===== src/rtl/ram_vector_adder.sv =====
// Element-wise C[i] = A[i] + B[i] sequencer driving a 1W/2R RAM (async reads, sync write).
// One element per cycle; optional signed saturation; sticky overflow per command.
module ram_vector_adder #(
  parameter int unsigned DATA_W   = 16,
  parameter int unsigned ADDR_W   = 6,
  parameter bit          SATURATE = 1'b1
) (
  input  logic              CLK,
  input  logic              RST_N,
  input  logic              start,
  input  logic [ADDR_W-1:0] base_a,
  input  logic [ADDR_W-1:0] base_b,
  input  logic [ADDR_W-1:0] base_c,
  input  logic [ADDR_W:0]   len,
  output logic              busy,
  output logic              done,
  output logic              overflow,
  output logic              ram_we,
  output logic [ADDR_W-1:0] ram_waddr,
  output logic [ADDR_W-1:0] ram_addr1,
  output logic [ADDR_W-1:0] ram_addr2,
  output logic [DATA_W-1:0] ram_di,
  input  logic [DATA_W-1:0] ram_do1,
  input  logic [DATA_W-1:0] ram_do2
);

  typedef enum logic [1:0] {IDLE, RUN, DONE} state_t;

  localparam logic [ADDR_W:0] DEPTH = {1'b1, {ADDR_W{1'b0}}};

  state_t            state;
  logic [ADDR_W:0]   len_r;
  logic [ADDR_W:0]   idx;
  logic [ADDR_W:0]   len_clamp;
  logic [DATA_W:0]   sum;
  logic              elem_ovf;
  logic [DATA_W-1:0] result;
  logic [DATA_W-1:0] di_hold;

  assign len_clamp = (len > DEPTH) ? DEPTH : len;
  assign sum       = {ram_do1[DATA_W-1], ram_do1} + {ram_do2[DATA_W-1], ram_do2};
  assign elem_ovf  = sum[DATA_W] ^ sum[DATA_W-1];

  always_comb begin
    result = sum[DATA_W-1:0];
    if (SATURATE && elem_ovf)
      result = sum[DATA_W] ? {1'b1, {(DATA_W-1){1'b0}}} : {1'b0, {(DATA_W-1){1'b1}}};
  end

  // Write data is live only in RUN; otherwise replay the last written word
  // so the port holds steady and reads zero out of reset.
  assign ram_di = (state == RUN) ? result : di_hold;

  assign busy   = (state == RUN);
  assign ram_we = (state == RUN);
  assign done   = (state == DONE);

  always_ff @(posedge CLK or negedge RST_N) begin
    if (!RST_N) begin
      state     <= IDLE;
      len_r     <= '0;
      idx       <= '0;
      overflow  <= 1'b0;
      di_hold   <= '0;
      ram_addr1 <= '0;
      ram_addr2 <= '0;
      ram_waddr <= '0;
    end else begin
      case (state)
        IDLE: begin
          if (start) begin
            ram_addr1 <= base_a;
            ram_addr2 <= base_b;
            ram_waddr <= base_c;
            len_r     <= len_clamp;
            idx       <= '0;
            overflow  <= 1'b0;
            state     <= (len_clamp == '0) ? DONE : RUN;
          end
        end
        RUN: begin
          di_hold <= result;
          if (elem_ovf)
            overflow <= 1'b1;
          if (idx == len_r - 1'b1) begin
            state <= DONE;
          end else begin
            idx       <= idx + 1'b1;
            ram_addr1 <= ram_addr1 + 1'b1;
            ram_addr2 <= ram_addr2 + 1'b1;
            ram_waddr <= ram_waddr + 1'b1;
          end
        end
        DONE:    state <= IDLE;
        default: state <= IDLE;
      endcase
    end
  end

endmodule


===== config.mk =====
export PLATFORM = sky130hd
export DESIGN_NAME = ram_vector_adder
export DESIGN_NICKNAME = d
export VERILOG_FILES = /design/src/rtl/ram_vector_adder.sv
export SDC_FILE = /design/constraint.sdc
export NUM_CORES = 1
export LEC_CHECK = 0
export ABC_AREA = 0
export ABC_CLOCK_PERIOD_IN_PS = 10300
export CORE_AREA = 4 4 100 83
export DETAILED_ROUTE_END_ITERATION = 8
export DIE_AREA = 0 0 104 87
export PLACE_DENSITY = 0.85
export SLEW_MARGIN = 0
export SYNTH_ARGS = -nofsm -noshare
export SYNTH_HDL_FRONTEND = slang
export SYNTH_SLANG_ARGS = --single-unit

===== constraint.sdc =====
create_clock -name CLK -period 10.3 [get_ports CLK]
set_input_delay 3.09 -clock CLK [delete_from_list [all_inputs] [get_ports CLK]]
set_output_delay 3.09 -clock CLK [all_outputs]
set_load 0.02 [all_outputs]

==> out/summary.json <==
{
  "worst_setup_path": {
    "timing.rr.end": "ram_addr2[3]",
    "count_of_buffering_cells_on_the_critical_path_with_inverters_included": 3,
    "worstPathRequired_ps": 7210,
    "critPathMaxStageDelay_ps": 660,
    "worst_path_dominant_cell_family": "buffers and inverters",
    "worstRegToRegCells": 9,
    "critical_path_peak_fanout": 13,
    "list_of_cells_traversed_by_the_critical_path": "clkdlybuf4s50_1 > ha_1 > inv_1 > fa_1 > nand2b_1 > a21oi_1 > o31a_1 > a32o_2 > and2_4 > nor2b_1 > o21ai_0 > clkdlybuf4s50_1",
    "regToRegSetupSlack_ps": 7800,
    "startpoint_type": "input port",
    "crit_cells": 12,
    "endpoint_kind": "output pin",
    "setup.worst_path.class": "input port to output pin",
    "critical_path_arrival_ps": 6390,
    "cpMostUsedCell": "sky130_fd_sc_hd__clkdlybuf4s50_1",
    "regToRegStartpoint": "len_r[0]",
    "critical-path-slowest-cell": "sky130_fd_sc_hd__clkdlybuf4s50_1"
  },
  "clock_network": {
    "cts_max_path_buffers": 2,
    "cts.hold.buffers_added": 0,
    "numCtsBuffers": 5,
    "cts.repair.resized": 0,
    "tritoncts_num_sinks": 51,
    "clkLatencyLatePin_ps": 300,
    "cts_htree_levels": 2,
    "clock-root-buffer": "sky130_fd_sc_hd__clkbuf_8",
    "tritoncts": "done",
    "cts_setup_buffers": 0,
    "clk_pin_slew_ps": 90
  },
  "floorplan": {
    "core_um2": 7290,
    "num_rows": 28,
    "die_area_um2": 9050,
    "start_util": 0.475,
    "die_y_um": 87,
    "die_x_um": 104,
    "io_pins": 98
  },
  "sta": {
    "hold_violations": 0,
    "worst_clock_skew_ps": 7.92,
    "fin_crit_ps": 9480,
    "post-route-period-util": 0.921,
    "timing.final.max_slew_violations": 0,
    "actual_transition_at_the_worst_max_transition_pin_ps": 1160,
    "unrepaired_setup_endpoints_after_global_routing": "no",
    "timing.setup.tns_ps": 0,
    "max_freq_mhz": 105,
    "maxSlewHeadroom": 0.224,
    "finalWorstSetupSlack_ps": 819,
    "timing.final.setup_violations": 0
  },
  "route": {
    "detail_route.wirelength_um": 9180,
    "detailedRoute.firstPassIterationCount": 4,
    "drcViolationCount": 0,
    "drt.antenna.violating_nets": 0,
    "detail_route.wl_per_cell_um": 15.8,
    "drtIter0Drc": 129,
    "via_count": 3320,
    "routed_via_density": 5.69
  },
  "layout": {
    "filler_cell_count": 628,
    "ant_diodes": 0,
    "layout.core_utilization": 0.625,
    "numnets_final": 575,
    "finish.instance_area_um2": 4550,
    "area_growth_syn_to_layout_pct": 31.5,
    "sequential_cell_area_um2": 1280,
    "drive_gt1_frac": 0.0507,
    "multiInputGateArea_um2": 2050
  },
  "hold_path": {
    "timing.hold.worst.start": "overflow",
    "holdCritPathClass": "flip-flop to flip-flop",
    "holdPathStages": 2,
    "hold_path_sink": "overflow"
  },
  "global_routing": {
    "first_global_vias": 3254,
    "largest_net_degree_at_the_start_of_global_routing": 52,
    "initial_antenna_violation_count": 0,
    "gr-total-overflow": 0,
    "grt_pass1_wl_um": 15400,
    "grtUsageTotal": 0.204
  },
  "placed_design": {
    "dpl.hpwl_um": 6980,
    "dp_slack_ps": 834,
    "place.gp.congestion": 0.837,
    "place_area_um2": 4450,
    "io_buffer_count": 97
  },
  "yosys": {
    "netlist.area_leader.share": 0.369,
    "synthFlopType": "sky130_fd_sc_hd__dfrtp_1",
    "post_synth_instance_area_um2": 3460,
    "post_synthesis_cells": 405,
    "synth.top_cells.by_area": "sky130_fd_sc_hd__dfrtp_1, sky130_fd_sc_hd__ha_1, sky130_fd_sc_hd__nand2_1",
    "post-synth-top-area-cell": "sky130_fd_sc_hd__dfrtp_1",
    "synth_enable_flop_cells": 0,
    "post_synth_most_frequent_cells": "sky130_fd_sc_hd__nand2_1, sky130_fd_sc_hd__dfrtp_1, sky130_fd_sc_hd__a21oi_1",
    "synth.ff_latch_count": 51,
    "avg_synthesized_cell_area_um2": 8.55,
    "synth_sequential_area_ratio": 0.369,
    "yosys.cell_count.top_type": "sky130_fd_sc_hd__nand2_1",
    "ys_types": 60,
    "async_flop_share": 1.00,
    "postSynthNetCount": 487,
    "number_of_synthesis_warnings": 0
  },
  "pwr": {
    "cellPowerDensity_nw_per_um2": 287,
    "vdd_ir_drop_max_v": 0.000157,
    "power.static_leakage_uw": 0.00197
  },
  "run": {
    "cap_violations": 0
  },
  "outcome": {
    "run_status": "finished clean"
  }
}
[power by group]
part | switching [uW] | internal [uW]
logic | 442 | 351
clock network | 67.4 | 71.4
registers | 79.9 | 295
total | 589 | 717
[cell type report]
type                       count  share of cell area
clock buffer                   6              0.0159
clock inverter                 1             0.00660
inverter                       7             0.00577
multi-input combinational    328               0.450
sequential                    51               0.280
tap                           90              0.0247
timing repair buffer         100               0.217
[through the flow]
step	instances	power, uW	hold slack, ps
floorplan	405	877	465
global placement	576	1140	458
detailed placement	576	1170	463
CTS	583	1310	485
global route	583	1410	513
finish	583	1310	479
[how the worst max path moves through the flow]
stage	startpoint	endpoint	slack, ps
floorplan	ram_do1[0]	ram_di[2]	2020
global placement	ram_do1[8]	ram_di[1]	920
detailed placement	ram_do2[0]	ram_di[2]	830
CTS	ram_do2[0]	ram_di[2]	810
global route	ram_do1[8]	ram_di[2]	540
finish	ram_do2[0]	ram_di[1]	820
[worst reg2reg max path, cell delays in order, from the launching register on]
cell and delay, ps:
sky130_fd_sc_hd__dfrtp_1 450, sky130_fd_sc_hd__inv_1 80, sky130_fd_sc_hd__ha_1 230, sky130_fd_sc_hd__nor3b_2 170, sky130_fd_sc_hd__xnor2_1 130, sky130_fd_sc_hd__nor4_1 320, sky130_fd_sc_hd__o211ai_2 190, sky130_fd_sc_hd__a21oi_2 550
sky130_fd_sc_hd__o21ai_0 180, sky130_fd_sc_hd__o21ai_0 120
[cell usage in the layout (no fill, tap or decap), types with 3 or more instances in the layout]
cell type                         count
sky130_fd_sc_hd__o21ai_1             12
sky130_fd_sc_hd__nor2b_1              3
sky130_fd_sc_hd__clkbuf_8             5
sky130_fd_sc_hd__o21ai_2              3
sky130_fd_sc_hd__xor2_1               7
sky130_fd_sc_hd__o21ai_0             34
sky130_fd_sc_hd__inv_1                7
sky130_fd_sc_hd__xnor2_1             13
sky130_fd_sc_hd__a22oi_1              3
sky130_fd_sc_hd__clkdlybuf4s50_1     96
sky130_fd_sc_hd__dfrtp_1             51
sky130_fd_sc_hd__nor3_1               3
sky130_fd_sc_hd__nand4_1              4
sky130_fd_sc_hd__buf_4                3
sky130_fd_sc_hd__nor2_1              29
sky130_fd_sc_hd__nor3b_1              4
sky130_fd_sc_hd__nand2b_1            10
sky130_fd_sc_hd__o22ai_1              6
sky130_fd_sc_hd__nand2_1             61
sky130_fd_sc_hd__and3_1               5
sky130_fd_sc_hd__mux2i_1              7
sky130_fd_sc_hd__a21o_1               5
sky130_fd_sc_hd__a21oi_1             40
sky130_fd_sc_hd__a31oi_1              3
sky130_fd_sc_hd__nand3_1             12
sky130_fd_sc_hd__ha_1                21
sky130_fd_sc_hd__and2_1               3
sky130_fd_sc_hd__nand3b_1             4
sky130_fd_sc_hd__o21bai_1             3
[routing by layer]
metal	wire [um]	up-vias	global-route usage
li1	-	1625	-
met1	4010	1544	0.258
met2	4430	136	0.358
met3	584	15	0.0393
met4	162	0	0.0580
met5	0	-	0
[logic make-up (layout without fill, tap and decap cells)]
logic type                 Yosys count  count (layout)  synth area share
AOI/OAI and AO/OA                  127             127             0.223
and+or+nand+nor                    151             151             0.213
buffers and inverters               26             114            0.0401
muxes                                8               8            0.0235
DFF                                 51              51             0.369
adders and majority gates           22              22            0.0817
xor gates and xnor gates            20              20            0.0506
[flip-flops by register name, summed over array words and instances, names as in the netlist]
name / flops
idx: 7
ram_addr2: 6
di_hold: 16
ram_addr1: 6
len_r: 7
ram_waddr: 6
overflow: 1
state: 2
Note: power is estimated with default switching activity, not from simulation.
